## src/rtl/flag_write_ctrl.sv

```systemverilog
// Write-port arbiter for the hashtable valid-flag register: round-robin insert/delete
// plus an optional clear-all sequencer, built only when FLAG_CTRL_FLUSH_EN is defined.
module flag_write_ctrl #(
   parameter int SIZE = 10
) (
   input  logic            clk,
   input  logic            reset,
   input  logic            ins_req,
   input  logic [SIZE-1:0] ins_adr,
   output logic            ins_ack,
   input  logic            del_req,
   input  logic [SIZE-1:0] del_adr,
   output logic            del_ack,
   input  logic            flush_req,
   output logic            flush_busy,
   output logic            flush_done,
   output logic            write_en,
   output logic [SIZE-1:0] write_adr,
   output logic            write_is_valid
);

   localparam logic GRANT_INS = 1'b0;
   localparam logic GRANT_DEL = 1'b1;

`ifdef FLAG_CTRL_FLUSH_EN
   typedef enum logic [1:0] {ARB, FLUSH, DONE} state_t;
`else
   typedef enum logic [1:0] {ARB} state_t;
`endif

   state_t          state_q, state_d;
   logic            last_grant_q, last_grant_d;
   logic            write_en_q, write_en_d;
   logic [SIZE-1:0] write_adr_q, write_adr_d;
   logic            write_is_valid_q, write_is_valid_d;
   logic            flush_busy_q, flush_busy_d;
   logic            flush_done_q, flush_done_d;
   logic            grant_ins, grant_del;
   logic            flush_start;

`ifdef FLAG_CTRL_FLUSH_EN
   logic [SIZE-1:0] flush_ptr_q, flush_ptr_d;
   assign flush_start = flush_req;
`else
   logic unused_flush_req;
   assign unused_flush_req = flush_req;
   assign flush_start      = 1'b0;
`endif

   always_comb begin
      state_d          = state_q;
      last_grant_d     = last_grant_q;
      write_en_d       = 1'b0;
      write_adr_d      = write_adr_q;
      write_is_valid_d = write_is_valid_q;
      flush_busy_d     = 1'b0;
      flush_done_d     = 1'b0;
      grant_ins        = 1'b0;
      grant_del        = 1'b0;
`ifdef FLAG_CTRL_FLUSH_EN
      flush_ptr_d      = flush_ptr_q;
`endif
      case (state_q)
         ARB: begin
            if (flush_start) begin
`ifdef FLAG_CTRL_FLUSH_EN
               // first clear is issued from here so writes start the cycle after the pulse
               state_d          = FLUSH;
               write_en_d       = 1'b1;
               write_adr_d      = flush_ptr_q;
               write_is_valid_d = 1'b0;
               flush_busy_d     = 1'b1;
               flush_ptr_d      = flush_ptr_q + 1'b1;
`endif
            end else begin
               grant_ins = ins_req && (!del_req || last_grant_q == GRANT_DEL);
               grant_del = del_req && !grant_ins;
               if (grant_ins) begin
                  last_grant_d     = GRANT_INS;
                  write_en_d       = 1'b1;
                  write_adr_d      = ins_adr;
                  write_is_valid_d = 1'b1;
               end else if (grant_del) begin
                  last_grant_d     = GRANT_DEL;
                  write_en_d       = 1'b1;
                  write_adr_d      = del_adr;
                  write_is_valid_d = 1'b0;
               end
            end
         end
`ifdef FLAG_CTRL_FLUSH_EN
         FLUSH: begin
            // pointer back at zero means every address has been cleared
            if (flush_ptr_q == '0) begin
               state_d      = DONE;
               flush_done_d = 1'b1;
            end else begin
               write_en_d       = 1'b1;
               write_adr_d      = flush_ptr_q;
               write_is_valid_d = 1'b0;
               flush_busy_d     = 1'b1;
               flush_ptr_d      = flush_ptr_q + 1'b1;
            end
         end
         DONE: begin
            state_d = ARB;
         end
`endif
         default: begin
            state_d = ARB;
         end
      endcase
      if (reset) begin
         grant_ins = 1'b0;
         grant_del = 1'b0;
      end
   end

   always_ff @(posedge clk) begin
      if (reset) begin
         state_q          <= ARB;
         last_grant_q     <= GRANT_DEL;
         write_en_q       <= 1'b0;
         write_adr_q      <= '0;
         write_is_valid_q <= 1'b0;
         flush_busy_q     <= 1'b0;
         flush_done_q     <= 1'b0;
`ifdef FLAG_CTRL_FLUSH_EN
         flush_ptr_q      <= '0;
`endif
      end else begin
         state_q          <= state_d;
         last_grant_q     <= last_grant_d;
         write_en_q       <= write_en_d;
         write_adr_q      <= write_adr_d;
         write_is_valid_q <= write_is_valid_d;
         flush_busy_q     <= flush_busy_d;
         flush_done_q     <= flush_done_d;
`ifdef FLAG_CTRL_FLUSH_EN
         flush_ptr_q      <= flush_ptr_d;
`endif
      end
   end

   assign ins_ack        = grant_ins;
   assign del_ack        = grant_del;
   assign write_en       = write_en_q;
   assign write_adr      = write_adr_q;
   assign write_is_valid = write_is_valid_q;
   assign flush_busy     = flush_busy_q;
   assign flush_done     = flush_done_q;

endmodule

```

## config.mk

```make
export PLATFORM = sky130hd
export DESIGN_NAME = flag_write_ctrl
export DESIGN_NICKNAME = d
export VERILOG_FILES = /design/src/rtl/flag_write_ctrl.sv
export SDC_FILE = /design/constraint.sdc
export NUM_CORES = 1
export LEC_CHECK = 0
export CAP_MARGIN = 20
export CORE_MARGIN = 10
export CORE_UTILIZATION = 36
export DETAILED_ROUTE_END_ITERATION = 7
export GPL_TIMING_DRIVEN = 0
export PLACE_DENSITY = 0.82
export SLEW_MARGIN = 20
export SYNTH_ARGS = -nofsm -noshare
export SYNTH_HDL_FRONTEND = slang
export SYNTH_SLANG_ARGS = --single-unit
```

## constraint.sdc

```tcl
create_clock -name clk -period 1.1 [get_ports clk]
set_input_delay 0.165 -clock clk [delete_from_list [all_inputs] [get_ports clk]]
set_output_delay 0.165 -clock clk [all_outputs]
set_load 0.03 [all_outputs]
```

==> results.yml, run 1 <==
place:
  gp_congestion: 0.7146
  placed_cell_area_um2: 1105
  dp_hpwl_um: 1619
  post-place-ws_ns: -0.9057
  io_buffers: 36
job:
  cap_violations: 0
timing:
  fin_crit_ns: 1.428
  grt_setup_unrepaired: "yes"
  fmax_mhz: 700.2
  finalMaxSlewViolations: 0
  setup_ws_ns: -0.3281
  fin_tns_setup_ns: -0.9785
  setup_viol: 9
  fin_crit_sh_pct: 129.8
  fin_skew_ns: 0.01112
  fin_hold_ws_ns: 0.2897
  finalHoldViolCount: 0
clock_tree:
  clock_latency_ns: 0.29
  holdBufCountCts: 0
  clk_pin_slew_worst_paths_ns: 0.09
  cts_buffers: 3
  cts_buffer_depth: 2
  clock-sinks: 13
  cts-root-buf: "clkbuf_4"
  cts_tree: "built"
  htreeDepth: 1
setup_path:
  cp-end-kind: "output pin"
  crit_required_ns: 0.94
  r2r_cells: 6
  cp_max_fo: 4
  crit_path_top_delay_cell: "dfxtp_2"
  cp-start-kind: "flop"
  criticalPathCategory: "reg2out"
  path_cells: "nand2b_4 -> nand2_4 -> buf_8 -> and3b_2 -> buf_6"
  crit_arrival_ns: 1.26
  slowest_delay_ns: 0.34
floorplan:
  die_w_um: 64.12
  die-area_um2: 4111
  initial_utilization_pct: 39.30
  die_y_um: 64.12
  pin_count: 41
  core_area_um2: 1783
  row_count: 15
yosys:
  yosysWarningCount: 0
  syn_inst: 62
  synth-seq-area-share_pct: 37.14
  syn_area_um2: 700.7
  postSynthAreaPerCell_um2: 11.30
  yosysUniqueCellTypes: 18
  ys_seq_elements: 13
run_status:
  violations: "negative setup slack"
  status: "finished with violations"
grt:
  antenna_found_initial: 0
  globalRouteTotalUtil_pct: 10.33
  grt_first_pass_wirelength_um: 3374
  grt_max_degree: 11
  gr-total-overflow: 0
  grt_pass1_vias: 688
routing:
  drt_wl_total_um: 2281
  drc_errors: 0
  vias_per_cell: 4.873
  first_iter_violations: 16
  ant_nets: 0
  first_pass_iters: 5
  wl_per_cell_um: 17.02
  vias: 653
hold_path:
  min_path_type: "in2reg"
  min_delay_path_depth: 3
final_layout:
  final_cell_mix: "clkdlybuf4s50_1, dfxtp_1, mux2i_1, nor2b_1, buf_2"
  final_common_cell: "clkdlybuf4s50_1"
  fin_area_um2: 1194
  diodes: 0
  fill_cells: 137
  drive_above_1_share_pct: 40.37
  final_util_pct: 66.95
  area_growth_pct: 70.36
  finalNetCount: 135
power_and_ir_drop:
  ir_drop_v: 0.0006757
  power_leakage_nw: 0.5264
  powerDensity_nw_per_um2: 1086
path summary, 6_finish.rpt:
path	startpoint	end	slack [ns]
hold reg to reg	write_is_valid$_SDFFE_PP0P_	write_is_valid$_SDFFE_PP0P_	0.48
setup reg to reg	last_grant_q$_SDFFE_PP1P_	write_adr[8]$_SDFFE_PP0P_	-0.12
hold / removal	del_req	write_adr[0]$_SDFFE_PP0P_	0.29
setup / recovery	last_grant_q$_SDFFE_PP1P_	del_ack	-0.33
Yosys cell counts:
library cell	n	share of area, %
a221oi_1	3	3.8
and3b_1	1	1.3
buf_6	3	4.8
dfxtp_1	13	37
nor2_1	3	1.6
a221oi_2	7	15
buf_4	2	2.1
buf_2	1	0.71
conb_1	1	0.54
a21oi_1	1	0.71
nand2_2	1	0.89
nand2b_4	1	2.0
nand2b_1	2	1.8
nand3b_1	1	1.1
mux2i_1	10	14
clkbuf_1	1	0.54
buf_12	1	2.9
nor2b_1	10	8.9
state kept, by name, indices dropped and copies added (netlist names):
signal	flops
last_grant_q	1
write_adr	10
write_en	1
write_is_valid	1
kinds of logic after synthesis:
logic type / share of synthesized area, %
AOI/OAI and AO/OA: 19.46
buffers and inverters: 11.07
DFF: 37.14
muxes: 14.29
other: 0.5352
and+or+nand+nor: 17.50
metrics by stage:
| step | power (W) | instances |
|---|---|---|
| final | 0.001297 | 134 |
| after floorplan | 0.0007841 | 63 |
| after CTS | 0.001280 | 132 |
| after global placement | 0.0009636 | 124 |
| after detailed placement | 0.0009733 | 124 |
| after global routing | 0.001346 | 134 |
area by class of cell:
class,count,area [um^2],area share [%]
sequential,13,261.5,21.91
multi-input combinational,42,399.1,33.44
tap,25,31.28,2.621
timing repair buffer,42,379.1,31.76
buffer,8,96.34,8.071
clock buffer,4,26.28,2.201
timing repair:
| action | CTS | global route |
|---|---|---|
| gates resized for setup | 57 | 25 |
| pin swaps | 1 | 3 |
| setup buffers | 4 | 2 |
| setup endpoints to repair | 23 | 21 |
| cloned | 0 | 1 |
power breakdown:
group | internal (W) | switching (W) | leakage, nW
sequential | 0.000511 | 0.0000173 | 0.108
clock | 0.000141 | 0.000170 | 0.0150
combinational | 0.000230 | 0.000227 | 0.403
total | 0.000882 | 0.000415 | 0.526
layer usage:
metal | wire [um] | up-vias | part of all wire, % | global-route usage (%)
met4 | 92 | 0 | 4.0 | 8.021
met2 | 1152 | 29 | 51 | 17.91
met3 | 127 | 6 | 5.6 | 2.091
met1 | 908 | 302 | 40 | 10.66
li1 | - | 316 | - | -
met5 | 0 | - | 0 | 0
worst max-delay path: cells and delay by family, from the launching register on:
kind	cells	cell delay (ns)
AND/OR/NAND/NOR	3	0.37
flip-flops	1	0.34
buffers and inverters	2	0.26
No activity file was read; power rests on OpenSTA's default activity.
==> run 2: changes to the inputs <==
--- a/config.mk
+++ b/config.mk
@@ -7,10 +7,11 @@
 export LEC_CHECK = 0
 export CAP_MARGIN = 20
 export CORE_MARGIN = 10
-export CORE_UTILIZATION = 36
+export CORE_UTILIZATION = 33
 export DETAILED_ROUTE_END_ITERATION = 7
 export GPL_TIMING_DRIVEN = 0
-export PLACE_DENSITY = 0.82
+export PLACE_DENSITY = 0.79
+export REMOVE_ABC_BUFFERS = 1
 export SLEW_MARGIN = 20
 export SYNTH_ARGS = -nofsm -noshare
 export SYNTH_HDL_FRONTEND = slang
==> constraint.sdc (replaced) <==
create_clock -name clk -period 1.2 [get_ports clk]
set_input_delay 0.18 -clock clk [delete_from_list [all_inputs] [get_ports clk]]
set_output_delay 0.18 -clock clk [all_outputs]
set_load 0.03 [all_outputs]
==> run 2 against run 1 <==
The flow still finishes with violations (negative setup slack); cell count decreased by 6.0%; worst hold slack better by 0.090 ns; clock skew down 0.0090 ns; clock power shrank 13%; non-clock buffer count down 10; critical endpoint unchanged; largest cell class is now multi-input gates; largest power group unchanged.
==> results.yml, run 2 (same netlist as run 1, synthesis figures left out) <==
run_status:
  status: "finished with violations"
  violations: "negative setup slack"
timing:
  fin_skew_ns: 0.002101
  grt_setup_unrepaired: "yes"
  fin_crit_ns: 1.331
  fin_hold_ws_ns: 0.3798
  finalMaxSlewViolations: 0
  setup_ws_ns: -0.1313
  finalHoldViolCount: 0
  fmax_mhz: 751.2
  setup_viol: 2
  fin_crit_sh_pct: 110.9
final_layout:
  final_common_cell: "clkdlybuf4s50_1"
  final_cell_mix: "clkdlybuf4s50_1, dfxtp_1, mux2i_1, nor2b_1, clkbuf_2"
  largest_reg_flops: 10
  drive_above_1_share_pct: 29.29
  fin_area_um2: 1051
  area_growth_pct: 50.00
  fill_cells: 183
  diodes: 0
  finalNetCount: 125
place:
  placed_cell_area_um2: 1031
  dp_hpwl_um: 1423
  gp_congestion: 0.7402
  io_buffers: 37
setup_path:
  crit_required_ns: 1.02
  crit_start: "last_grant_q$_SDFFE_PP1P_"
  crit_path_top_delay_cell: "dfxtp_2"
  cp-end-kind: "output pin"
  cp_max_fo: 4
  r2r-start: "last_grant_q$_SDFFE_PP1P_"
  path_cells: "nand2b_4 -> nand2_8 -> and3b_1 -> buf_6"
  cp-start-kind: "flop"
  slowest_delay_ns: 0.32
  criticalPathCategory: "reg2out"
  crit_arrival_ns: 1.15
floorplan:
  die-area_um2: 4367
  pin_count: 41
  initial_utilization_pct: 35.35
  row_count: 16
  die_w_um: 66.08
  core_area_um2: 1982
  die_y_um: 66.08
routing:
  ant_nets: 0
  first_pass_iters: 3
  vias_per_cell: 4.762
  drt_wl_total_um: 1938
  wl_per_cell_um: 15.38
  first_iter_violations: 8
  vias: 600
  drc_errors: 0
power_and_ir_drop:
  ir_drop_v: 0.0004269
  power_leakage_nw: 0.4444
  powerDensity_nw_per_um2: 1053
clock_tree:
  htreeDepth: 1
  clock_latency_ns: 0.27
  clock-sinks: 13
  cts_buffers: 3
  cts_buffer_depth: 2
  clk_pin_slew_worst_paths_ns: 0.08
  holdBufCountCts: 0
  cts-root-buf: "clkbuf_4"
  cts_tree: "built"
grt:
  grt_first_pass_wirelength_um: 3022
  grt_pass1_vias: 609
  globalRouteTotalUtil_pct: 8.790
  gr-total-overflow: 0
  antenna_found_initial: 0
  grt_max_degree: 16
job:
  cap_violations: 0
hold_path:
  min_from: "del_req"
  min_path_type: "in2reg"
## run 2: cell types whose count changed in the layout (fill, tap and decap cells not counted), moves of 2 or more
| cell | previous run | this run |
|---|---|---|
| buf_2 | 10 | 1 |
| a221oi_1 | 1 | 3 |
| dlygate4sd2_1 | 2 | 0 |
| buf_4 | 6 | 4 |
| buf_6 | 5 | 1 |
| clkbuf_2 | 0 | 8 |
| buf_12 | 2 | 0 |
| clkdlybuf4s15_1 | 0 | 4 |
## run 2: layout make-up
cell class,instances,area [um^2],area share [%]
flip-flops and latches,13,261.5,24.88
well taps,27,33.78,3.214
repair buffers,40,349.1,33.21
multi-input cells,42,380.4,36.19
clock buffers,4,26.28,2.500
## run 2: worst paths after layout
kind	slack [ns]	to	depth (start not counted)
setup / recovery	-0.13	del_ack	4
hold / removal	0.38	write_en$_SDFF_PP0_	3
setup reg to reg	0.15	write_adr[0]$_SDFFE_PP0P_	3
hold reg to reg	0.48	last_grant_q$_SDFFE_PP1P_	2
## run 2: per-layer routing
metal	up-vias	global-route usage (%)	share of wire (%)
met5	-	0	0
met4	0	2.356	0.88
li1	294	-	-
met3	2	4.237	10
met1	276	10.32	45
met2	28	13.88	43
## run 2: timing repair
| item | 4_1_cts | 5_1_grt |
|---|---|---|
| buffers inserted | 3 | 0 |
| hold endpoints to repair | 0 | 0 |
| pin swaps | 2 | 0 |
| endpoints found under the setup margin | 27 | 13 |
| resized for setup | 46 | 13 |
## run 2: metrics by stage
stage / total power [W] / TNS (ns) / cells / util (%) / worst slack, ns
2_1_floorplan: 0.0006740 / -0.2133 / 55 / - / -0.1394
3_3_place_gp: 0.0008568 / -13.68 / 119 / 52.02 / -1.637
3_5_place_dp: 0.0008620 / -13.90 / 119 / 52.02 / -1.647
4_1_cts: 0.001130 / -0.2009 / 126 / 54.73 / -0.1266
5_1_grt: 0.001167 / -0.3152 / 126 / 53.03 / -0.1941
6_report: 0.001107 / -0.1925 / 126 / 53.03 / -0.1313
## run 2: critical path, delay by kind of cell (launching register included)
kind,cells,cell delay [ns]
flip-flops,1,0.32
AND/OR/NAND/NOR,3,0.42
buffers and inverters,1,0.14
## run 2: where the power goes
| part | total (W) | switching, W | internal, W |
|---|---|---|---|
| registers | 0.000483 | 0.0000152 | 0.000468 |
| clock network | 0.000272 | 0.000143 | 0.000129 |
| logic | 0.000352 | 0.000188 | 0.000164 |
| total | 0.00111 | 0.000346 | 0.000761 |
==> run 3: changes to the inputs <==
--- a/config.mk
+++ b/config.mk
@@ -12,6 +12,7 @@
 export GPL_TIMING_DRIVEN = 0
 export PLACE_DENSITY = 0.79
 export REMOVE_ABC_BUFFERS = 1
+export SKIP_LAST_GASP = 1
 export SLEW_MARGIN = 20
 export SYNTH_ARGS = -nofsm -noshare
 export SYNTH_HDL_FRONTEND = slang
==> run 3 against run 2 <==
The flow still finishes with violations (negative setup slack); critical path depth stayed put; die area stayed put; worst setup slack better by 0.0080 ns; clock skew hardly changed; sequential share of layout area is 0.24 points higher; sequential power hardly changed; first-iteration DRC count is 13% higher; total power is 0.24% lower; critical path type unchanged.
==> results.yml, run 3 (same netlist as run 1, synthesis figures left out) <==
hold_path:
  min_path_type: "in2reg"
  min_delay_path_depth: 2
  hold_path_end: "write_adr[4]$_SDFFE_PP0P_"
  min_from: "reset"
timing:
  setup_ws_ns: -0.1233
  fin_crit_ns: 1.323
  setup_viol: 2
  grt_setup_unrepaired: "yes"
  fmax_mhz: 755.7
  finalMaxSlewViolations: 0
  finalHoldViolCount: 0
  fin_skew_ns: 0.002317
  fin_crit_sh_pct: 110.3
run_status:
  violations: "negative setup slack"
  status: "finished with violations"
grt:
  antenna_found_initial: 0
  grt_first_pass_wirelength_um: 2980
  gr-total-overflow: 0
  globalRouteTotalUtil_pct: 8.654
  grt_max_degree: 16
  grt_pass1_vias: 603
setup_path:
  cp-start-kind: "flop"
  rrSetupSlack_ns: 0.15
  criticalPathCategory: "reg2out"
  crit_family: "simple AND/OR/NAND/NOR gates"
  cp_num_buf_inv: 1
  path_cells: "nand2b_4 -> nand2_8 -> and3b_1 -> buf_4"
  r2r-start: "last_grant_q$_SDFFE_PP1P_"
  crit_path_top_delay_cell: "dfxtp_2"
  cp-end-kind: "output pin"
  slowest_delay_ns: 0.32
  cp_max_fo: 4
  r2r_cells: 3
  crit_required_ns: 1.02
  crit_arrival_ns: 1.14
  rr_endpoint: "write_adr[0]$_SDFFE_PP0P_"
place:
  dpl.cell_count: 119
  gp_congestion: 0.7402
  dp_hpwl_um: 1423
  io_buffers: 37
power_and_ir_drop:
  powerDensity_nw_per_um2: 1061
  power_leakage_nw: 0.4430
  p_total_w: 0.001104
  ir_drop_v: 0.0004157
clock_tree:
  cts_buffers: 3
  clock_latency_ns: 0.27
  cts_tree: "built"
  cts_buffer_depth: 2
  clock-sinks: 13
  cts-root-buf: "clkbuf_4"
  clk_pin_slew_worst_paths_ns: 0.08
  htreeDepth: 1
routing:
  vias: 602
  drt_wl_total_um: 1921
  vias_per_cell: 4.778
  ant_nets: 0
  first_iter_violations: 9
  drc_errors: 0
  first_pass_iters: 4
  wl_per_cell_um: 15.25
final_layout:
  finalNetCount: 125
  final_cell_mix: "clkdlybuf4s50_1, dfxtp_1, mux2i_1, nor2b_1, clkbuf_2"
  diodes: 0
  final_common_cell: "clkdlybuf4s50_1"
  area_growth_pct: 48.57
  drive_above_1_share_pct: 29.29
  fill_cells: 185
  largest_reg_flops: 10
  final_util_pct: 52.53
  instances_no_fill: 126
job:
  cap_violations: 0
floorplan:
  initial_utilization_pct: 35.35
  pin_count: 41
  die_w_um: 66.08
  die_y_um: 66.08
  die-area_um2: 4367
  row_count: 16
  core_area_um2: 1982
## run 3: changes by cell type in the layout (fill, tap and decap cells not counted), sizes merged
cell / previous run / this run
clkdlybuf4s15: 6 / 5
clkbuf: 12 / 13
## run 3: repair_timing
item,CTS,global route
endpoints found under the setup margin,27,13
hold buffers,0,0
setup buffers,3,0
gates resized for setup,42,17
pin swaps,2,0
## run 3: worst max-delay path by stage
| stage | startpoint | end | slack [ns] | cells past startpoint |
|---|---|---|---|---|
| after floorplan | last_grant_q$_SDFFE_PP1P_ | ins_ack | -0.14 | 3 |
| after global placement | del_req | del_ack | -1.64 | 5 |
| after detailed placement | del_req | del_ack | -1.65 | 5 |
| after CTS | reset | del_ack | -0.21 | 3 |
| after global routing | last_grant_q$_SDFFE_PP1P_ | del_ack | -0.18 | 4 |
| final | last_grant_q$_SDFFE_PP1P_ | del_ack | -0.12 | 4 |
## run 3: layer usage
metal  vias to the layer above  global-route usage, %  share of wire (%)
met4                         0                  2.356               0.88
met1                       276                  10.22                 46
li1                        294                      -                  -
met3                         2                  4.407                 11
met5                         -                      0                  0
met2                        30                  13.40                 42
## run 3: through the flow
| step | setup TNS [ns] | worst slack (ns) | hold slack (ns) | cell area (um^2) |
|---|---|---|---|---|
| 3_3_place_gp | -13.68 | -1.637 | 0.4581 | 1031 |
| 6_report | -0.1851 | -0.1233 | 0.3113 | 1041 |
| 2_1_floorplan | -0.2133 | -0.1394 | 0.2462 | 626.9 |
| 4_1_cts | -0.2884 | -0.2099 | 0.3757 | 1076 |
| 5_1_grt | -0.3015 | -0.1801 | 0.3177 | 1041 |
| 3_5_place_dp | -13.90 | -1.647 | 0.4609 | 1031 |
## run 3: layout make-up
type / count / area (um^2) / share of cell area, %
timing repair buffer: 40 / 339.1 / 32.57
clock buffer: 4 / 26.28 / 2.524
sequential: 13 / 261.5 / 25.12
multi-input combinational: 42 / 380.4 / 36.54
tap: 27 / 33.78 / 3.245
## run 3: report_power, final
part	total (W)	switching (W)	leakage (nW)	internal, W
clock network	0.000272	0.000143	0.0150	0.000129
logic	0.000349	0.000188	0.320	0.000162
registers	0.000483	0.0000151	0.108	0.000468
total	0.00110	0.000346	0.443	0.000758
